## src/rtl/display_arbiter_pkg.sv

```systemverilog
// Shared constants for the display arbiter slice.
package display_arbiter_pkg;

  // Packed board width: 64 squares x 4-bit piece code. This matches the
  // display_board snapshot width.
  localparam int unsigned BOARD_WIDTH = 256;
  localparam int unsigned CASTLE_W    = 4;
  localparam int unsigned EP_W        = 4;

  // Returns v+1, wrapping to zero at n.
  function automatic int unsigned wrap_inc(input int unsigned v, input int unsigned n);
    return (v + 32'd1 >= n) ? 32'd0 : v + 32'd1;
  endfunction

endpackage

```

## src/rtl/display_arbiter_rr_pick.sv

```systemverilog
// Combinational round-robin picker: first set request at or after ptr_i.
module display_arbiter_rr_pick #(
  parameter int unsigned N  = 4,
  parameter int unsigned IW = 2
) (
  input  logic [N-1:0]  req_i,
  input  logic [IW-1:0] ptr_i,
  output logic          valid_o,
  output logic [IW-1:0] idx_o
);

  logic [IW-1:0] cand;

  // Scan N slots starting at the pointer and keep the first requester found.
  always_comb begin
    valid_o = 1'b0;
    idx_o   = '0;
    cand    = '0;
    for (int unsigned off = 0; off < N; off++) begin
      cand = IW'((32'(ptr_i) + off) % N);
      if (!valid_o && req_i[cand]) begin
        valid_o = 1'b1;
        idx_o   = cand;
      end
    end
  end

endmodule

```

## src/rtl/display_arbiter.sv

```systemverilog
// Shares one board printer between NUM_REQ requesters: round-robin grant,
// snapshot latch, one-cycle display pulse, wait for done (or timeout), ack.
module display_arbiter
  import display_arbiter_pkg::*;
#(
  parameter int unsigned NUM_REQ    = 4,
  parameter int unsigned EVAL_WIDTH = 24,
  parameter int unsigned TIMEOUT    = 1024
) (
  input  logic                              clk,
  input  logic                              reset,
  input  logic [NUM_REQ-1:0]                req_valid,
  input  logic [NUM_REQ*BOARD_WIDTH-1:0]    req_board,
  input  logic [NUM_REQ*CASTLE_W-1:0]       req_castle_mask,
  input  logic [NUM_REQ*EP_W-1:0]           req_en_passant_col,
  input  logic [NUM_REQ-1:0]                req_capture,
  input  logic [NUM_REQ-1:0]                req_white_in_check,
  input  logic [NUM_REQ-1:0]                req_black_in_check,
  input  logic [NUM_REQ-1:0]                req_thrice_rep,
  input  logic [NUM_REQ*EVAL_WIDTH-1:0]     req_eval,
  output logic [NUM_REQ-1:0]                req_ack,
  output logic [BOARD_WIDTH-1:0]            disp_board,
  output logic [CASTLE_W-1:0]               disp_castle_mask,
  output logic [EP_W-1:0]                   disp_en_passant_col,
  output logic                              disp_capture,
  output logic                              disp_white_in_check,
  output logic                              disp_black_in_check,
  output logic                              disp_thrice_rep,
  output logic signed [EVAL_WIDTH-1:0]      disp_eval,
  output logic                              disp_display,
  input  logic                              disp_done,
  output logic                              busy,
  output logic [$clog2(NUM_REQ)-1:0]        grant_id,
  output logic                              timeout_err
);

  localparam int unsigned IW = $clog2(NUM_REQ);
  localparam int unsigned CW = (TIMEOUT > 1) ? $clog2(TIMEOUT) : 1;

  typedef enum logic [1:0] {S_IDLE, S_FIRE, S_WAIT, S_ACK} state_e;

  state_e                 state_q, state_d;
  logic [IW-1:0]          rr_ptr_q, rr_ptr_d;
  logic [IW-1:0]          grant_q, grant_d;
  logic [CW-1:0]          cnt_q, cnt_d;
  logic [NUM_REQ-1:0]     ack_q, ack_d;
  logic                   fire_q, fire_d;
  logic                   terr_q, terr_d;
  logic [BOARD_WIDTH-1:0] board_q, board_d;
  logic [CASTLE_W-1:0]    castle_q, castle_d;
  logic [EP_W-1:0]        ep_q, ep_d;
  logic [3:0]             flags_q, flags_d;   // {capture, white_chk, black_chk, thrice}
  logic [EVAL_WIDTH-1:0]  eval_q, eval_d;

  logic                   pick_valid;
  logic [IW-1:0]          pick_idx;
  logic [31:0]            pick_sel;

  display_arbiter_rr_pick #(
    .N  (NUM_REQ),
    .IW (IW)
  ) u_pick (
    .req_i   (req_valid),
    .ptr_i   (rr_ptr_q),
    .valid_o (pick_valid),
    .idx_o   (pick_idx)
  );

  assign pick_sel = 32'(pick_idx);

  // Next-state logic: grant and latch in IDLE, pulse in FIRE, wait/timeout, ack.
  always_comb begin
    state_d  = state_q;
    rr_ptr_d = rr_ptr_q;
    grant_d  = grant_q;
    cnt_d    = cnt_q;
    ack_d    = '0;
    fire_d   = 1'b0;
    terr_d   = terr_q;
    board_d  = board_q;
    castle_d = castle_q;
    ep_d     = ep_q;
    flags_d  = flags_q;
    eval_d   = eval_q;
    case (state_q)
      S_IDLE: begin
        if (pick_valid) begin
          state_d  = S_FIRE;
          grant_d  = pick_idx;
          fire_d   = 1'b1;
          board_d  = req_board[pick_sel*BOARD_WIDTH +: BOARD_WIDTH];
          castle_d = req_castle_mask[pick_sel*CASTLE_W +: CASTLE_W];
          ep_d     = req_en_passant_col[pick_sel*EP_W +: EP_W];
          flags_d  = {req_capture[pick_idx], req_white_in_check[pick_idx],
                      req_black_in_check[pick_idx], req_thrice_rep[pick_idx]};
          eval_d   = req_eval[pick_sel*EVAL_WIDTH +: EVAL_WIDTH];
        end
      end
      S_FIRE: begin
        state_d = S_WAIT;
        cnt_d   = '0;
      end
      S_WAIT: begin
        if (disp_done) begin
          ack_d[grant_q] = 1'b1;
          state_d        = S_ACK;
        end else if (cnt_q == CW'(TIMEOUT - 1)) begin
          terr_d         = 1'b1;
          ack_d[grant_q] = 1'b1;
          state_d        = S_ACK;
        end else begin
          cnt_d = cnt_q + 1'b1;
        end
      end
      S_ACK: begin
        rr_ptr_d = IW'(wrap_inc(32'(grant_q), NUM_REQ));
        state_d  = S_IDLE;
      end
      default: state_d = S_IDLE;
    endcase
  end

  // State and output registers; synchronous reset clears everything.
  always_ff @(posedge clk) begin
    if (reset) begin
      state_q  <= S_IDLE;
      rr_ptr_q <= '0;
      grant_q  <= '0;
      cnt_q    <= '0;
      ack_q    <= '0;
      fire_q   <= 1'b0;
      terr_q   <= 1'b0;
      board_q  <= '0;
      castle_q <= '0;
      ep_q     <= '0;
      flags_q  <= '0;
      eval_q   <= '0;
    end else begin
      state_q  <= state_d;
      rr_ptr_q <= rr_ptr_d;
      grant_q  <= grant_d;
      cnt_q    <= cnt_d;
      ack_q    <= ack_d;
      fire_q   <= fire_d;
      terr_q   <= terr_d;
      board_q  <= board_d;
      castle_q <= castle_d;
      ep_q     <= ep_d;
      flags_q  <= flags_d;
      eval_q   <= eval_d;
    end
  end

  assign req_ack             = ack_q;
  assign disp_board          = board_q;
  assign disp_castle_mask    = castle_q;
  assign disp_en_passant_col = ep_q;
  assign disp_capture        = flags_q[3];
  assign disp_white_in_check = flags_q[2];
  assign disp_black_in_check = flags_q[1];
  assign disp_thrice_rep     = flags_q[0];
  assign disp_eval           = eval_q;
  assign disp_display        = fire_q;
  assign busy                = (state_q != S_IDLE);
  assign grant_id            = grant_q;
  assign timeout_err         = terr_q;

endmodule
```

## config.mk

```make
export PLATFORM = sky130hd
export DESIGN_NAME = display_arbiter
export DESIGN_NICKNAME = d
export VERILOG_FILES = /design/src/rtl/display_arbiter_pkg.sv /design/src/rtl/display_arbiter_rr_pick.sv /design/src/rtl/display_arbiter.sv
export SDC_FILE = /design/constraint.sdc
export NUM_CORES = 1
export LEC_CHECK = 0
export ABC_AREA = 1
export CAP_MARGIN = 20
export CORE_AREA = 4 4 579 581
export DETAILED_ROUTE_END_ITERATION = 16
export DIE_AREA = 0 0 583 585
export PLACE_DENSITY = 0.3
export SYNTH_ARGS = -nofsm -noshare
export SYNTH_HDL_FRONTEND = slang
export SYNTH_SLANG_ARGS = --single-unit
export TNS_END_PERCENT = 30
```

## constraint.sdc

```tcl
create_clock -name clk -period 5.5 [get_ports clk]
set_input_delay 1.1 -clock clk [delete_from_list [all_inputs] [get_ports clk]]
set_output_delay 1.1 -clock clk [all_outputs]
set_load 0.01 [all_outputs]
```

==> impl_results.md <==
- CTS H-tree lvls: 2
- Via density: between 3 and 4
- CP Data Arrival Time: approximately 4.5 ns
- Relative slew margins: approximately 16%
- DR iter-0 viols: around 2.1k
- Die area: around 0.34 mm^2
- Most frequent cells in the layout: clkdlybuf4s50_1 (1,474), nand2_1 (1,226), inv_1 (990)
- Chip width: roughly 580 um
- Clock Latency Late Sink: roughly 0.7 ns
- Worst Reg2Reg Path Length in Cells: 16
- Worst vdd ir: approximately 0.28 mV
- Clock buffer count from CTS: 52
- Critical Path Fanout Max: 57
- IO buf count: between 1k and 1.5k
- Cells after Synth: 4,621
- Syn nets: 5,806
- CORE AREA: approximately 0.33 mm^2
- Avg WL per Cell: ~25 um
- Post-Syn Area: about 0.025 mm^2
- CTS root buf: clkbuf_16
- Mapped Avg Cell Area: roughly 5.4 um^2
- Post-DRT Antenna Nets: 0
- Max Slew Vio Count: 0
- GR Overflow Total: 0
- Syn-to-layout area delta: 86.1%
- Pwr dens: between 400 and 500 mW/mm^2
- #FFs+latches synth: between 300 and 400
- Total number of vias: around 35k
- Synth unique cells: 29
- Slowest CP cell: o21ai_0
- Crit-path max cell delay: around 0.83 ns
- TritonCTS Sinks: between 300 and 400
- Final Hold Viols: 0
- Actual slew at the worst max-slew pin: roughly 1.3 ns
- Run status: finished, final reports clean
- First-pass GRT wire length: between 300,000 and 400,000 um
- CP Cell Sequence: clkdlybuf4s50_1 > inv_1 > nand2_1 > nand2_1 > nand2_1 > nand2_1 > nand2_1 > nand2_1 > nand2_8 > nand3_4 > buf_12 > buf_12 > o21ai_0 > buf_4 > nor2_1 > nor2_1
- Reg-to-Reg Start: rr_ptr_q[0]
- Hold buffers post-CTS: 0
- DP Wirelength: 217,000 um
- Die height: 585 um
- CTS Buffer Depth: 3
- Critical Path RT: 6.10 ns
- Setup crit end kind: flip-flop
- HP Start: timeout_err
- RSZ-0062 raised after global routing: no
- Resized Gates After CTS: 0
- Post-synthesis sequential area ratio: about a quarter
- Crit. Startpoint: req_valid[3]
- Fin util: about 14%
- Final period util: 71.0%
- CP Class: in2reg
- Max Fclk: ~260 MHz
- Setup Buffers After CTS: 0
- Hold Worst Slack: between 0.4 and 0.5 ns
- Antenna violations before repair: approximately 180
- Routed wire length: between 200,000 and 300,000 um
- Final nets: between 7k and 8k
- R2R Setup Slk: 1.87 ns
- Initial Util: under 10%
- Fraction of layout cells with a size suffix above 1: roughly 3.3%
- Crit start category: input pin
- Setup TNS: 0 ns
- Hold depth: 2
- Cell Count, Final, Fillers Out: ~10k
- Total of warnings raised by yosys: 0
- CP dominant cell by count: nand2_1
- Boundary pin count: 1,476
- # DRC: 0
- GP Congestion: around 0.91
- Min-Delay Path Class: reg2reg
- Largest net degree at the start of global routing: 136
- Detailed Routing Iterations Pass 1: 5
- All-layer global routing usage: between 10 and 15%
- Max Clock Skew: between 0.02 and 0.025 ns
- Vias in the first global route: approximately 36k
- Clock transition at path regs: ~0.06 ns
- Min cycle time layout: a little under 4 ns
- Leakage: 21.8 nW
- MaxCap Viol Count: 0
- Placed insts: 10.2k
- Std cell rows: around 210
- Crit Reg-Reg Endpoint: flags_q[0]
- Total power: about 0.021 W
- Hold Path End: timeout_err
- Setup Viol. Count Final: 0
- Most common cell after layout, fill and taps aside: clkdlybuf4s50_1
- CTS tree: yes
cells in the mapped netlist (all sizes together):
master | n | share of area, %
a211oi | 1 | 0.030
a21boi | 1 | 0.030
a21oi | 13 | 0.26
buf | 204 | 4.8
clkbuf | 135 | 2.0
clkinv | 1 | 0.015
dfxtp | 314 | 25
ha | 10 | 0.50
inv | 996 | 15
nand2 | 1234 | 19
nand3 | 431 | 8.8
nand4 | 303 | 7.6
nor2 | 551 | 8.4
nor3 | 4 | 0.080
nor4 | 1 | 0.025
o211a | 1 | 0.040
o211ai | 1 | 0.030
o21ai | 418 | 8.4
xor2 | 2 | 0.070
report_power, final:
group | switching, W | leakage, nW | internal (W)
clock | 0.00147 | 0.843 | 0.00205
combinational | 0.00900 | 18.4 | 0.00496
sequential | 0.000643 | 2.61 | 0.00324
logic make-up (layout without fill, tap and decap cells):
logic type	Yosys count	in the layout	share of synthesized area [%]
flip-flops	314	314	25.2
AO/OA/AOI/OAI	435	435	8.79
XOR/XNOR	2	2	0.0704
AND/OR/NAND/NOR	2524	2524	43.5
adder cells (fa/ha/maj)	10	10	0.503
buffers and inverters	1336	2665	21.9
other	0	37	0
routing by layer:
layer	track usage [%]	wire length, um	part of all wire, %	vias to the layer above
met1	15.7	97400	38	16238
met4	2.84	5940	2.3	102
met5	0	690	0.27	-
met3	5.59	24100	9.3	368
met2	26.6	131000	51	1453
li1	-	-	-	16760
worst max-delay path: cells and delay by family:
kind | cells | cell delay, ns
buffers and inverters | 5 | 1.18
and+or+nand+nor | 10 | 1.19
AOI/OAI and AO/OA | 1 | 0.83
worst max path at each step:
stage / cells past startpoint / end / slack [ns]
2_1_floorplan: 15 / disp_board[159] / 2.92
3_3_place_gp: 15 / disp_board[207] / 0.70
3_5_place_dp: 16 / flags_q[0] / 0.76
4_1_cts: 16 / flags_q[0] / 1.53
5_1_grt: 16 / flags_q[0] / 1.37
6_report: 16 / flags_q[0] / 1.59
registers in the layout (all words and copies together), names as in the netlist:
name,flops
timeout_err,1
rr_ptr_q,2
disp_eval,24
disp_display,1
req_ack,4
cnt_q,10
grant_id,2
disp_en_passant_col,4
flags_q,4
state_q,2
disp_board,256
disp_castle_mask,4
through the flow:
stage	cell area, um^2	worst slack (ns)
final	46300	1.59
after global routing	46300	1.37
after global placement	44500	0.699
after floorplan	24900	2.92
after detailed placement	44500	0.764
after CTS	46200	1.53
cell type report:
cell class	count	area [um^2]
well taps	4366	5460
inverters	997	3760
multi-input cells	2971	13200
fillers	38495	283000
repair buffers	1573	15800
clock buffers	80	1540
diodes	37	92.6
flip-flops and latches	314	6290
clock inverters	15	171
Power figures use the tool's default switching activity.
